<file path="src/rtl/store_write_buffer.sv">
// Post-commit store write buffer: a FIFO of retired stores drained to memory in order,
// with a load-address conflict probe over the buffered words.
module store_write_buffer #(
  parameter int unsigned DEPTH = 4,
  parameter int unsigned AW    = 32,
  parameter int unsigned DW    = 32
) (
  input  logic                       clock,
  input  logic                       reset,
  input  logic                       store_req,
  input  logic [AW-1:0]              store_addr,
  input  logic [DW-1:0]              store_data,
  input  logic [1:0]                 store_size,
  output logic                       store_response,
  output logic                       mem_valid,
  output logic [AW-1:0]              mem_addr,
  output logic [DW-1:0]              mem_data,
  output logic [3:0]                 mem_byte_en,
  input  logic                       mem_ack,
  input  logic [AW-1:0]              ld_addr,
  output logic                       ld_conflict,
  output logic [$clog2(DEPTH+1)-1:0] count,
  output logic                       empty,
  output logic                       misalign_err
);

  localparam int unsigned PW = $clog2(DEPTH);
  localparam int unsigned CW = $clog2(DEPTH + 1);

  typedef enum logic [0:0] {StIdle, StBusy} state_e;

  logic [AW-3:0] waddr_mem [DEPTH];
  logic [DW-1:0] data_mem  [DEPTH];
  logic [3:0]    be_mem    [DEPTH];
  logic          mis_mem   [DEPTH];

  logic [PW-1:0] head_q, tail_q;
  logic [CW-1:0] count_q, count_d;
  state_e        state_q, state_d;
  logic          err_q;
  logic          pop, set_err;

  logic [3:0]    in_be;
  logic [DW-1:0] in_data;
  logic          in_mis;

  assign store_response = store_req && !reset && (count_q != CW'(DEPTH));
  assign count          = count_q;
  assign empty          = (count_q == '0);
  assign misalign_err   = err_q;

  always_comb begin
    in_be   = 4'b0000;
    in_data = store_data;
    in_mis  = 1'b0;
    unique case (store_size)
      2'd0: begin
        in_be   = 4'b0001 << store_addr[1:0];
        in_data = DW'(store_data[7:0]) << {store_addr[1:0], 3'b000};
      end
      2'd1: begin
        in_be   = 4'b0011 << {store_addr[1], 1'b0};
        in_data = DW'(store_data[15:0]) << {store_addr[1], 4'b0000};
        in_mis  = store_addr[0];
      end
      2'd2: begin
        in_be  = 4'b1111;
        in_mis = |store_addr[1:0];
      end
      default: in_mis = 1'b1;
    endcase
  end

  always_comb begin
    state_d     = state_q;
    pop         = 1'b0;
    set_err     = 1'b0;
    mem_valid   = 1'b0;
    mem_addr    = '0;
    mem_data    = '0;
    mem_byte_en = 4'b0000;
    if (!reset) begin
      unique case (state_q)
        StIdle: ;
        StBusy: begin
          if (mis_mem[head_q]) begin
            pop     = 1'b1;
            set_err = 1'b1;
          end else begin
            mem_valid   = 1'b1;
            mem_addr    = {waddr_mem[head_q], 2'b00};
            mem_data    = data_mem[head_q];
            mem_byte_en = be_mem[head_q];
            pop         = mem_ack;
          end
        end
        default: ;
      endcase
    end
    count_d = count_q + CW'(store_response) - CW'(pop);
    // Entering BUSY on the edge that registers the first entry gives one-cycle drain latency.
    state_d = (count_d != '0) ? StBusy : StIdle;
  end

  always_comb begin
    logic [PW-1:0] off;
    off         = '0;
    ld_conflict = 1'b0;
    for (int i = 0; i < DEPTH; i++) begin
      off = PW'(i) - head_q;
      if ((CW'(off) < count_q) && !mis_mem[i] && (waddr_mem[i] == ld_addr[AW-1:2])) begin
        ld_conflict = 1'b1;
      end
    end
    if (reset) ld_conflict = 1'b0;
  end

  always_ff @(posedge clock) begin
    if (reset) begin
      head_q  <= '0;
      tail_q  <= '0;
      count_q <= '0;
      state_q <= StIdle;
      err_q   <= 1'b0;
    end else begin
      if (store_response) tail_q <= tail_q + PW'(1);
      if (pop)            head_q <= head_q + PW'(1);
      if (set_err)        err_q  <= 1'b1;
      count_q <= count_d;
      state_q <= state_d;
    end
  end

  // Storage is left uncleared; occupancy is defined by head/count alone.
  always_ff @(posedge clock) begin
    if (store_response) begin
      waddr_mem[tail_q] <= store_addr[AW-1:2];
      data_mem[tail_q]  <= in_data;
      be_mem[tail_q]    <= in_be;
      mis_mem[tail_q]   <= in_mis;
    end
  end

endmodule

</file>
<file path="config.mk">
export PLATFORM = sky130hd
export DESIGN_NAME = store_write_buffer
export DESIGN_NICKNAME = d
export VERILOG_FILES = /design/src/rtl/store_write_buffer.sv
export SDC_FILE = /design/constraint.sdc
export NUM_CORES = 1
export LEC_CHECK = 0
export BUFFER_PORTS_ARGS = -buffer_cell sky130_fd_sc_hd__buf_2
export CORE_UTILIZATION = 50
export CTS_CLUSTER_SIZE = 25
export DETAILED_ROUTE_END_ITERATION = 7
export HOLD_SLACK_MARGIN = 0.15
export PLACE_DENSITY = 0.71
export SLEW_MARGIN = 20
export SYNTH_ARGS = -nofsm -noshare
export SYNTH_HDL_FRONTEND = slang
export SYNTH_SLANG_ARGS = --single-unit
</file>
<file path="constraint.sdc">
create_clock -name clock -period 5.45 [get_ports clock]
set_input_delay 1.09 -clock clock [delete_from_list [all_inputs] [get_ports clock]]
set_output_delay 1.09 -clock clock [all_outputs]
set_load 0.02 [all_outputs]
</file>
==> flow_metrics.env <==
export IMPL_outcome="complete, no violations"
export IMPL_use_met2=0.377
export IMPL_syn_inst=777
export IMPL_finalNonFillerCells=1282
export IMPL_fin_skew_ns=0.00976
export IMPL_critical_path_class="reg -> out"
export IMPL_first_pass_iters=7
export IMPL_cellPowerDensity_nw_per_um2=367
export IMPL_dp_hpwl_um=19100
export IMPL_hold_depth=2
export IMPL_grt_pass1_wl_um=43000
export IMPL_post_cts_buffers=0
export IMPL_die_area_um2=26000
export IMPL_gp_congestion=0.810
export IMPL_rsz0062_at_grt="no"
export IMPL_critPathCaptureType="primary output"
export IMPL_die_h_um=161
export IMPL_clk_pin_slew_ns=0.06
export IMPL_cts_path_max_buffers=3
export IMPL_drtIter0Drc=612
export IMPL_post_drt_wl_per_cell_um=22.3
export IMPL_hold_class="reg -> reg"
export IMPL_arrival_ns=3.52
export IMPL_cts_resized_gates=0
export IMPL_antenna_found_initial=2
export IMPL_max_slew_worst_pin_slew_ns=1.11
export IMPL_grt_max_degree=68
export IMPL_grt_ovfl_total=0
export IMPL_maxCapViolCount=0
export IMPL_die_w_um=161
export IMPL_startpoint_type="flop"
export IMPL_ys_ff_latch=279
export IMPL_tns_ns=0
export IMPL_r2r_worst_path_cells=8
export IMPL_start_util=0.516
export IMPL_clk_latency_ns=0.53
export IMPL_busiest_layer="met2"
export IMPL_synth_cell_types=39
export IMPL_io_pins=178
export IMPL_final_core_util=0.598
export IMPL_regArea_um2=8280
export IMPL_fin_crit_ns=4.61
export IMPL_placed_cells=1227
export IMPL_cts_root_buf="clkbuf_16"
export IMPL_clock_sinks=279
export IMPL_wirelength_um=28600
export IMPL_p_leak_nw=5.08
export IMPL_timing_hold_violations_final=0
export IMPL_cp_max_fo=42
export IMPL_layout_setup_ws_ns=0.841
export IMPL_timing_fmax_mhz=217
export IMPL_grt_pass1_vias=7263
export IMPL_maxSlewViolCount=0
export IMPL_gr_usage_met3=0.0460
export IMPL_gr_usage_all_layers=0.224
export IMPL_coreArea_um2=24600
export IMPL_drive_gt1_frac=0.313
export IMPL_htreeDepth=1
export IMPL_area_delta_synth_final_pct=15.9
export IMPL_ir_drop_v=0.000276
export IMPL_holdBufCountCts=0
export IMPL_maxSlewHeadroom=0.263
export IMPL_cts_tree="built"
export IMPL_grtUsageMet1=0.299
export IMPL_ys_seq_area_frac=0.652
export IMPL_total_power_w=0.00539
export IMPL_fin_crit_sh=0.846
export IMPL_std_cell_rows=57
export IMPL_multiInputGateArea_um2=4120
export IMPL_fillers=1892
export IMPL_synth_avg_cell_area_um2=16.3
export IMPL_finalSetupViolations=0
export IMPL_final_nets=1046
export IMPL_dr_total_vias=7192
export IMPL_critical_path_required_ns=4.36
export IMPL_synth_area_um2=12700
export IMPL_avgViaCountPerCell=5.61
export IMPL_drc=0
export IMPL_cts_made_buffers=29
export IMPL_io_buffers=173
export IMPL_antenna_left=0
export IMPL_dp_slack_ns=1.26
export IMPL_yosysWarningCount=0
==> sequential cells by signal, summed over array words and instances, names as in the netlist, named ones only <==
name and count:
data_mem 128, head_q 2, misalign_err 1, state_q 1
be_mem 16, count 3, mis_mem 4, tail_q 2
waddr_mem 120
==> synth_stat cells, drive strengths merged <==
cell,instances,share of area
ha,9,0.0089
nor3,1,0.00039
nand2,17,0.0050
and3,8,0.0039
nand3,1,0.00039
nor4,16,0.0079
dfxtp,11,0.017
nand2b,2,0.00099
a222oi,8,0.0063
conb,1,0.00030
nor3b,2,0.0012
nor2,18,0.0053
nand4,20,0.0099
inv,16,0.0047
nor2b,73,0.036
or2,1,0.00049
a21boi,1,0.00059
clkbuf,36,0.011
xor2,39,0.027
edfxtp,268,0.63
buf,18,0.0094
a32o,1,0.00079
o21bai,2,0.0012
fa,1,0.0016
xnor2,87,0.060
o21ai,10,0.0039
or4,1,0.00059
a21oi,17,0.0067
mux2i,1,0.00079
a22o,8,0.0055
mux4,67,0.12
o2111ai,3,0.0021
and2,12,0.0059
a41oi,1,0.00069
==> kinds of logic (layout without fill, tap and decap cells) <==
family / after synthesis / count (layout) / share of synthesized area
other: 1 / 5 / 0.000296
xor gates and xnor gates: 126 / 126 / 0.0870
and+or+nand+nor: 172 / 172 / 0.0780
muxes: 68 / 68 / 0.120
AOI/OAI and AO/OA: 51 / 51 / 0.0278
DFF: 279 / 279 / 0.652
adders and majority gates: 10 / 10 / 0.0105
buffers and inverters: 70 / 247 / 0.0249
==> power by group <==
part	switching [W]	internal, W
sequential	0.0000853	0.00251
clock	0.000772	0.00111
combinational	0.000508	0.000410
total	0.00137	0.00403
==> per-layer routing <==
layer  share of wire  up-vias  wire [µm]
li1                -     3265          -
met1            0.41     3616      11700
met2            0.49      269      14100
met3           0.077       42       2190
met4           0.020        0        568
met5               0        -          0
==> final timing paths <==
| kind | end | slack, ns | startpoint |
|---|---|---|---|
| min | misalign_err$_SDFFE_PP0P_ | 0.47 | misalign_err$_SDFFE_PP0P_ |
| max reg2reg | state_q$_SDFF_PP0_ | 2.56 | flop |
| max | mem_addr[28] | 0.84 | flop |
| min reg2reg | misalign_err$_SDFFE_PP0P_ | 0.47 | misalign_err$_SDFFE_PP0P_ |
==> layout make-up <==
cell class	count	share of cell area
Antenna cell	3	0.000511
Clock buffer	32	0.0501
Clock inverter	20	0.0124
Inverter	16	0.00409
Multi-Input combinational cell	429	0.280
Sequential cell	279	0.563
Tap cell	324	0.0276
Timing Repair Buffer	179	0.0620
==> critical path: stages, from the launching register on <==
cell and delay, ns:
dfxtp_4 0.66, mux4_2 0.63, nand2b_2 0.70, buf_4 0.49
nor2b_1 0.24, buf_2 0.21
==> stage by stage <==
| step | hold slack, ns | instance area, µm² |
|---|---|---|
| after global placement | 0.459 | 13800 |
| after floorplan | 0.449 | 12700 |
| after global routing | 0.538 | 14700 |
| after CTS | 0.478 | 14700 |
| after detailed placement | 0.463 | 13800 |
| final | 0.469 | 14700 |
==> cells in the final DEF (no fill, tap or decap), types with 9 or more instances in the layout <==
cell type,instances
edfxtp_1,268
buf_2,173
xnor2_1,87
nor2b_1,73
mux4_2,67
xor2_1,39
clkbuf_16,29
nand4_1,20
nor2_1,18
nand2_1,17
a21oi_1,17
nor4_1,16
inv_1,14
o21ai_1,9
ha_1,9
clkinv_2,9
dfxtp_1,9
Note: power is estimated with default switching activity, not from simulation.
